==> src/rtl/uart_pkg.sv <==
// Shared definitions for the UART blocks: byte width and transmit-launch FSM encoding.
package uart_pkg;

    localparam int DATA_W = 8;

    typedef enum logic [1:0] {
        IDLE    = 2'd0,
        LAUNCH  = 2'd1,
        WAIT_HI = 2'd2,
        WAIT_LO = 2'd3
    } tx_state_t;

    function automatic int cnt_width(input int depth);
        return $clog2(depth) + 1;
    endfunction

endpackage

==> src/rtl/sync_fifo.sv <==
// Synchronous FIFO: storage array, wrapping pointers and registered full/empty/count flags.
module sync_fifo #(
    parameter int DEPTH = 16,
    parameter int WIDTH = 8
) (
    input  logic                   clock,
    input  logic                   reset,
    input  logic                   flush,
    input  logic                   wr_en,
    input  logic [WIDTH-1:0]       wr_data,
    input  logic                   rd_en,
    output logic [WIDTH-1:0]       rd_data,
    output logic                   full,
    output logic                   empty,
    output logic [$clog2(DEPTH):0] count,
    output logic                   overflow
);

    localparam int AW = $clog2(DEPTH);
    localparam int CW = AW + 1;
    localparam logic [CW-1:0] CNT_FULL = CW'(DEPTH);
    localparam logic [CW-1:0] CNT_ONE  = CW'(1);
    localparam logic [AW-1:0] PTR_ONE  = AW'(1);

    logic [WIDTH-1:0] mem [DEPTH];
    logic [AW-1:0]    wr_ptr;
    logic [AW-1:0]    rd_ptr;
    logic             push;
    logic             pop;
    logic [CW-1:0]    count_next;

    // full/empty come from the registered state, so a pop cannot make room for a same-edge write
    assign push = wr_en && !full && !flush;
    assign pop  = rd_en && !empty && !flush;

    assign rd_data = mem[rd_ptr];

    always_comb begin
        count_next = count;
        if (push && !pop) begin
            count_next = count + CNT_ONE;
        end else if (pop && !push) begin
            count_next = count - CNT_ONE;
        end
    end

    always_ff @(posedge clock) begin
        if (push) begin
            mem[wr_ptr] <= wr_data;
        end
    end

    always_ff @(posedge clock) begin
        if (reset || flush) begin
            wr_ptr   <= '0;
            rd_ptr   <= '0;
            count    <= '0;
            empty    <= 1'b1;
            full     <= 1'b0;
            overflow <= 1'b0;
        end else begin
            if (push) begin
                wr_ptr <= wr_ptr + PTR_ONE;
            end
            if (pop) begin
                rd_ptr <= rd_ptr + PTR_ONE;
            end
            count    <= count_next;
            full     <= (count_next == CNT_FULL);
            empty    <= (count_next == '0);
            overflow <= wr_en && full;
        end
    end

endmodule

==> src/rtl/uart_tx_fifo.sv <==
// Transmit queue in front of the UART: buffers host bytes and launches one frame at a time.
//
// state   | meaning
// --------+-------------------------------------------------------------
// IDLE    | waiting for a queued byte and a quiet transmitter
// LAUNCH  | uart_start high for one cycle, uart_data holds the popped byte
// WAIT_HI | waiting up to BUSY_WAIT cycles for uart_busy to rise
// WAIT_LO | frame in progress, waiting for uart_busy to fall
module uart_tx_fifo
    import uart_pkg::*;
#(
    parameter int DEPTH     = 16,
    parameter int BUSY_WAIT = 4
) (
    input  logic                   clock,
    input  logic                   reset,
    input  logic                   wr_en,
    input  logic [DATA_W-1:0]      wr_data,
    input  logic                   flush,
    input  logic                   uart_busy,
    output logic                   full,
    output logic                   empty,
    output logic [$clog2(DEPTH):0] count,
    output logic                   overflow,
    output logic                   uart_start,
    output logic [DATA_W-1:0]      uart_data
);

    localparam int TW = $clog2(BUSY_WAIT + 1);
    localparam logic [TW-1:0] TIMER_LOAD = TW'(BUSY_WAIT - 1);
    localparam logic [TW-1:0] TIMER_ONE  = TW'(1);

    tx_state_t         state;
    tx_state_t         state_next;
    logic [TW-1:0]     timer;
    logic [TW-1:0]     timer_next;
    logic              pop;
    logic [DATA_W-1:0] head;

    sync_fifo #(
        .DEPTH (DEPTH),
        .WIDTH (DATA_W)
    ) u_fifo (
        .clock    (clock),
        .reset    (reset),
        .flush    (flush),
        .wr_en    (wr_en),
        .wr_data  (wr_data),
        .rd_en    (pop),
        .rd_data  (head),
        .full     (full),
        .empty    (empty),
        .count    (count),
        .overflow (overflow)
    );

    always_comb begin
        state_next = state;
        timer_next = timer;
        pop        = 1'b0;
        case (state)
            IDLE: begin
                if (!empty && !uart_busy && !flush) begin
                    pop        = 1'b1;
                    state_next = LAUNCH;
                end
            end
            LAUNCH: begin
                state_next = WAIT_HI;
                timer_next = TIMER_LOAD;
            end
            WAIT_HI: begin
                // a transmitter that never raises busy is assumed to have sent the byte
                if (uart_busy) begin
                    state_next = WAIT_LO;
                end else if (timer == '0) begin
                    state_next = IDLE;
                end else begin
                    timer_next = timer - TIMER_ONE;
                end
            end
            WAIT_LO: begin
                if (!uart_busy) begin
                    state_next = IDLE;
                end
            end
            default: begin
                state_next = IDLE;
            end
        endcase
    end

    always_ff @(posedge clock) begin
        if (reset) begin
            state     <= IDLE;
            timer     <= '0;
            uart_data <= '0;
        end else begin
            state <= state_next;
            timer <= timer_next;
            if (pop) begin
                uart_data <= head;
            end
        end
    end

    assign uart_start = (state == LAUNCH);

endmodule
==> config.mk <==
export PLATFORM = sky130hd
export DESIGN_NAME = uart_tx_fifo
export DESIGN_NICKNAME = d
export VERILOG_FILES = /design/src/rtl/uart_pkg.sv /design/src/rtl/sync_fifo.sv /design/src/rtl/uart_tx_fifo.sv
export SDC_FILE = /design/constraint.sdc
export NUM_CORES = 1
export LEC_CHECK = 0
export BUFFER_PORTS_ARGS = -buffer_cell sky130_fd_sc_hd__buf_2
export CORE_MARGIN = 2
export CORE_UTILIZATION = 25
export CTS_CLUSTER_SIZE = 25
export DETAILED_ROUTE_END_ITERATION = 12
export HOLD_SLACK_MARGIN = 0.15
export SETUP_SLACK_MARGIN = 0.3
export SLEW_MARGIN = 20
export SYNTH_ARGS = -nofsm -noshare
export SYNTH_HDL_FRONTEND = slang
export SYNTH_HIERARCHICAL = 1
export SYNTH_SLANG_ARGS = --single-unit
==> constraint.sdc <==
create_clock -name clock -period 3.2 [get_ports clock]
set_clock_uncertainty 0.2 [all_clocks]
set_input_delay 0.16 -clock clock [delete_from_list [all_inputs] [get_ports clock]]
set_output_delay 0.16 -clock clock [all_outputs]
set_load 0.02 [all_outputs]
**Word-level counts from Yosys, hierarchy flattened**

Memories as Yosys holds them, arrays and structs flattened. A register that Yosys moved wholly into a read port is not among the register bits.
Cells that the tools add are included.

- Bits of input ports: 13
- Bits in writable memories: 128
- Bits in registers: 21
- Word-level logic and storage cells: 59
- Memories kept: 1
- Output and inout bits: 17

Memories:

| name | depth | width | rd ports | clocked after Yosys merged registers in | write ports | RTL line | source |
|---|---|---|---|---|---|---|---|
| u_fifo.mem | 16 | 8 | 1 | 1 | 1 | sync_fifo.sv:25 | `logic [WIDTH-1:0] mem [DEPTH];` |

- Equality and inequality tests: 9
- Reductions and logical operators: 22
- $add $sub $neg: 5
- Multiplexer cells: 14

Operators with widths:

| cell | count |
|---|---|
| $mux W5 | 2 |
| $logic_and A1 B1 Y1 | 9 |
| $add A4 B1 Y4 const B | 2 |
| $mux W2 | 4 |
| $ne A2 B2 Y1 const B | 4 |
| $pmux W2 S4 | 1 |
| $logic_not A1 Y1 | 6 |
| $mux W3 | 2 |
| $pmux W3 S2 | 1 |
| $reduce_and A3 Y1 | 2 |
| $add A5 B1 Y5 const B | 1 |
| $eq A5 B5 Y1 const B | 1 |
| $logic_not A5 Y1 | 1 |
| $sub A5 B1 Y5 const B | 1 |
| $eq A2 B2 Y1 const B | 2 |
| $mux W1 | 4 |
| $logic_not A3 Y1 | 1 |
| $ne A3 B3 Y1 const B | 1 |
| $sub A3 B1 Y3 const B | 1 |
| $eq A2 B1 Y1 const B | 1 |
| $logic_not A2 Y1 | 1 |
| $reduce_bool A2 Y1 | 1 |
| $logic_or A1 B1 Y1 | 1 |

**Logic depth before layout (Yosys ltp)**

- Word-level depth: 11
- Mapped depth: 10
- Depth with buffers taken out: 8

**Modules after synthesis**

The synthesis kept the hierarchy.

By module, submodules not included:

| module | times used | area an instance (µm²) | cells an instance | sequential area each (µm²) |
|---|---|---|---|---|
| sync_fifo | 1 | 5,955.7 | 304 | 4,244.1 |
| uart_tx_fifo | 1 | 644.4 | 69 | 260.2 |

**Least setup slack after synthesis**

OpenSTA, ideal clock, no wires.

- Path type: register to register
- From: register state[0]
- To: register u_fifo.full
- Period minus slack after synthesis: 2,601 ps
- Required time: 2,939 ps
- Setup time: 61 ps
- Cell stages (with the launch flop): 11
- Path buffers: 2
- Arrival time: 2,340 ps
- Path slack: 599 ps
- Cells stage by stage: dfxtp_1 -> buf_6 -> or2_1 -> or4_4 -> clkinv_4 -> nor2b_1 -> buf_4 -> nand2_2 -> mux2_2 -> o32a_1 -> and4b_1

- Longest elaborated chain between the ends: 8
- Elaborated cells between the ends (all ways): 10
- Classes of those cells: eq/ne: 1; mux: 3; reduce/logical: 6

RTL lines:

| what | RTL line | source |
|---|---|---|
| start: declaration | uart_tx_fifo.sv:33 | `tx_state_t state;` |
| start signal: assignment | uart_tx_fifo.sv:99 | `state <= state_next;` |
| $logic_not A2 Y1 * | uart_tx_fifo.sv:61 | `case (state)` |
| $mux W1 * | uart_tx_fifo.sv:61 |  |
| named net pop | uart_tx_fifo.sv:37 | `logic pop;` |
| $logic_and A1 B1 Y1 * (2 in a row) | sync_fifo.sv:34 | `assign pop = rd_en && !empty && !flush;` |
| $logic_and A1 B1 Y1 / $logic_not A1 Y1 (equally long branches) | sync_fifo.sv:42, sync_fifo.sv:40 |  |
| $mux W5 / $logic_and A1 B1 Y1 (equally long branches) | sync_fifo.sv:42, sync_fifo.sv:40 |  |
| $mux W5 * | sync_fifo.sv:40 | `if (push && !pop) begin` |
| $eq A5 B5 Y1 * | sync_fifo.sv:69 | `full <= (count_next == CNT_FULL);` |
| end signal: assignment | sync_fifo.sv:69 |  |
| end: declaration | sync_fifo.sv:13 | `output logic full,` |

Mark *: on every way through the listed nets, which the timed path passes. The rest lies on a longest branch.
A chain may end at the register's enable or synchronous reset.

**Worst setup path in the final report**

- From: input port uart_busy
- To: register u_fifo.full

- Longest elaborated chain between the ends: 11
- Elaborated cells between the ends (all ways): 13
- Classes of those cells: eq/ne: 1; mux: 4; reduce/logical: 8

RTL lines:

| what | RTL line | source |
|---|---|---|
| start: declaration | uart_tx_fifo.sv:20 | `input logic uart_busy,` |
| $logic_not A1 Y1 * | n/a |  |
| $logic_and A1 B1 Y1 * (2 in a row) | uart_tx_fifo.sv:63 | `if (!empty && !uart_busy && !flush) begin` |
| $mux W1 * | uart_tx_fifo.sv:63 |  |
| $mux W1 * | uart_tx_fifo.sv:61 |  |
| named net pop | uart_tx_fifo.sv:37 |  |
| $logic_and A1 B1 Y1 * (2 in a row) | sync_fifo.sv:34 |  |
| $logic_and A1 B1 Y1 / $logic_not A1 Y1 (equally long branches) | sync_fifo.sv:42, sync_fifo.sv:40 |  |
| $mux W5 / $logic_and A1 B1 Y1 (equally long branches) | sync_fifo.sv:42, sync_fifo.sv:40 |  |
| $mux W5 * | sync_fifo.sv:40 |  |
| $eq A5 B5 Y1 * | sync_fifo.sv:69 |  |

Marked as above.

==> results.sh <==
export IMPL_synth_distinct_cells=49
export IMPL_rr_endpoint="u_fifo/full$_SDFF_PP0_"
export IMPL_postRouteAntennaNets=0
export IMPL_cts_buffers=17
export IMPL_ys_seq_elements=161
export IMPL_worstHoldPathCells=2
export IMPL_slowest_delay_ns=0.53
export IMPL_slew_violations=0
export IMPL_fin_util_pct=30.08
export IMPL_die_w_um=166.5
export IMPL_hold_viol=0
export IMPL_layout_commonest_cell="edfxtp_1"
export IMPL_synth_edf_count=128
export IMPL_drt_vias_per_instance=4.458
export IMPL_cts_setup_buffers=0
export IMPL_htree_levels=4
export IMPL_crit_type="in2reg"
export IMPL_dieHeight_um=166.5
export IMPL_path_clk_slew_ns=0.06
export IMPL_vdd_drop_max_v=0.0004184
export IMPL_design_core_area_sq_um=25980
export IMPL_period_share_pct=87.45
export IMPL_timing_fmax_ghz=0.3573
export IMPL_reg2reg_depth=9
export IMPL_place_area_sq_um=7124
export IMPL_area_growth_syn_to_layout_pct=18.45
export IMPL_routedWlPerCell_um=16.63
export IMPL_cp_cell_sequence="dlygate4sd3_1, buf_2, or2_1, or4_4, clkinv_4, nor2b_1, buf_4, nand2_2, mux2_2, o32a_1, and4b_1"
export IMPL_rows=59
export IMPL_power_density_nw_per_um2=547.0
export IMPL_synth_largest_area_cell="edfxtp_1"
export IMPL_finalNonFillerCells=775
export IMPL_synth_top_area_share_pct=58.24
export IMPL_r2r_start="state[0]$_SDFFE_PP0P_"
export IMPL_worstHoldPathType="reg2reg"
export IMPL_cp_end_kind="flip-flop"
export IMPL_period_minus_slack_ns=2.799
export IMPL_crit_arrival_ns=2.95
export IMPL_synth_fp_nets=395
export IMPL_grt_antenna_before_repair=0
export IMPL_synth_area_leaders="edfxtp_1 58%, dfxtp_1 10%, mux4_1 9.6%"
export IMPL_gr_total_overflow=0
export IMPL_die_area_sq_um=27720
export IMPL_synth_async_sr_flop_share_pct=0
export IMPL_min_from="uart_data[0]$_SDFFE_PP0P_"
export IMPL_firstDrtPassIters=4
export IMPL_synthFlopType="edfxtp_1"
export IMPL_worst_setup_path_start_kind="input pin"
export IMPL_rsz0062_at_grt="false"
export IMPL_wl_um=12890
export IMPL_cts_tree="built"
export IMPL_worstPathMaxFanout=10
export IMPL_boundaryPins=30
export IMPL_start_util_pct=25.40
export IMPL_dr_first_iter_drc_count=281
export IMPL_status="finished clean"
export IMPL_grt_pass1_wl_um=20490
export IMPL_grt_pass1_vias=3661
export IMPL_yosysWarningCount=6
export IMPL_max_cap_viol_count=0
export IMPL_required_ns=3.35
export IMPL_cp_slowest_cell="dlygate4sd3_1"
export IMPL_cts_sinks=161
export IMPL_syn_instance_count=373
export IMPL_portBuffers=29
export IMPL_worst_slew_pin_slew_ns=0.8144
export IMPL_holdPathEnd="uart_data[0]$_SDFFE_PP0P_"
export IMPL_syn_avg_cell_area_sq_um=17.69
export IMPL_setup_tns_ns=0
export IMPL_cts_root_buf="clkbuf_16"
export IMPL_cts_buffer_depth=2
export IMPL_grt_max_degree=33
export IMPL_seq_area_frac_synth_pct=68.25
export IMPL_gp_congestion=0.7321
export IMPL_drive_gt1_share_pct=20.45
export IMPL_slew_headroom_pct=45.51
export IMPL_worstSkewPairLatency_ns=0.41
export IMPL_final_cell_mix="128 x edfxtp_1, 31 x dfxtp_1, 29 x buf_2"
export IMPL_leakage_nw=2.526
export IMPL_drcViolationCount=0
export IMPL_stdcell_area_sq_um=7818
export IMPL_synth_cell_area_sq_um=6600
export IMPL_vias=3455
export IMPL_r2r_slack_ns=0.45
export IMPL_grt_usage_pct=9.721
export IMPL_antenna_cells=0
export IMPL_nets=450
export IMPL_setup_violations_final=0
export IMPL_post_dp_hpwl_um=8939
export IMPL_dp_cells=730
[cell type report]
| class | instances | area (sq um) |
|---|---|---|
| multi-input cells | 186 | 1932 |
| clock buffers | 19 | 432.9 |
| clock inverters | 12 | 118.9 |
| well taps | 335 | 419.2 |
| flip-flops and latches | 161 | 4507 |
| inverters | 10 | 42.54 |
| fillers | 2545 | 18170 |
| repair buffers | 52 | 365.4 |
[report_power, final]
group	total (W)	switching [W]	internal, W
Sequential	0.00227	0.00000642	0.00227
Combinational	0.000115	0.0000701	0.0000452
Clock	0.00189	0.000757	0.00113
Total	0.00428	0.000833	0.00344
[stage by stage]
| stage | worst slack [ns] | hold slack (ns) | total power (W) |
|---|---|---|---|
| 2_1_floorplan | 0.5991 | 0.05887 | 0.002368 |
| 3_3_place_gp | 0.5258 | 0.2220 | 0.002412 |
| 3_5_place_dp | 0.4389 | 0.2210 | 0.002421 |
| 4_1_cts | 0.4195 | 0.2744 | 0.004326 |
| 5_1_grt | 0.3233 | 0.2966 | 0.004426 |
| 6_report | 0.4015 | 0.2735 | 0.004276 |
[how the worst max path moves through the flow]
stage	startpoint	end	slack, ns	cells past startpoint
6_report	uart_busy	u_fifo/full$_SDFF_PP0_	0.40	11
4_1_cts	state[0]$_SDFFE_PP0P_	u_fifo/empty$_SDFF_PP1_	0.42	9
5_1_grt	uart_busy	u_fifo/empty$_SDFF_PP1_	0.32	11
3_5_place_dp	state[0]$_SDFFE_PP0P_	u_fifo/empty$_SDFF_PP1_	0.44	9
3_3_place_gp	state[0]$_SDFFE_PP0P_	u_fifo/full$_SDFF_PP0_	0.53	9
2_1_floorplan	state[0]$_SDFFE_PP0P_	u_fifo/full$_SDFF_PP0_	0.60	10
[kinds of logic (layout without fill, tap and decap cells)]
logic type | count (synthesis) | in the layout | synth area share, %
AOI/OAI and AO/OA | 20 | 20 | 1.990
xor gates and xnor gates | 8 | 8 | 1.062
adders and majority gates | 9 | 9 | 1.706
buffers and inverters | 26 | 93 | 2.483
DFF | 161 | 161 | 68.25
muxes | 50 | 50 | 16.57
and+or+nand+nor | 99 | 99 | 7.943
[synth_stat cells (all sizes together), types with 3 or more instances]
library cell	instances
dfxtp	33
xor2	5
edfxtp	128
clkbuf	5
mux4	40
buf	11
o21ai	3
xnor2	3
or2	3
a21oi	7
nand2b	23
inv	9
or4	3
ha	9
nor2	25
nor3	10
mux2i	8
nand4	3
nand2	18
[layer usage]
metal	up-vias	track usage [%]	wire length, um
met5	-	0	0
met4	0	2.886	181
met3	16	3.493	645
met2	99	15.56	6068
met1	1760	12.42	5997
li1	1580	-	-
[flip-flops by register name, summed over array words and instances, names as in the netlist, named ones only]
name,cells
u_fifo/rd_ptr,4
u_fifo/full,1
u_fifo/wr_ptr,4
u_fifo/empty,1
u_fifo/overflow,1
u_fifo/count,5
u_fifo/mem,128
state,2
timer,3
uart_data,8
[timing repair]
item                       4_1_cts  5_1_grt
setup endpoints to repair        0        2
hold buffers                    14        0
gates resized for setup          0        1
hold endpoints to repair       147        0
[worst max-delay path, delay by kind of cell]
kind            cells  cell delay (ns)
mux                 1             0.29
simple gates        5             1.19
compound gates      1             0.32
buf+inv             4             0.98
No activity file was read; power rests on OpenSTA's default activity.
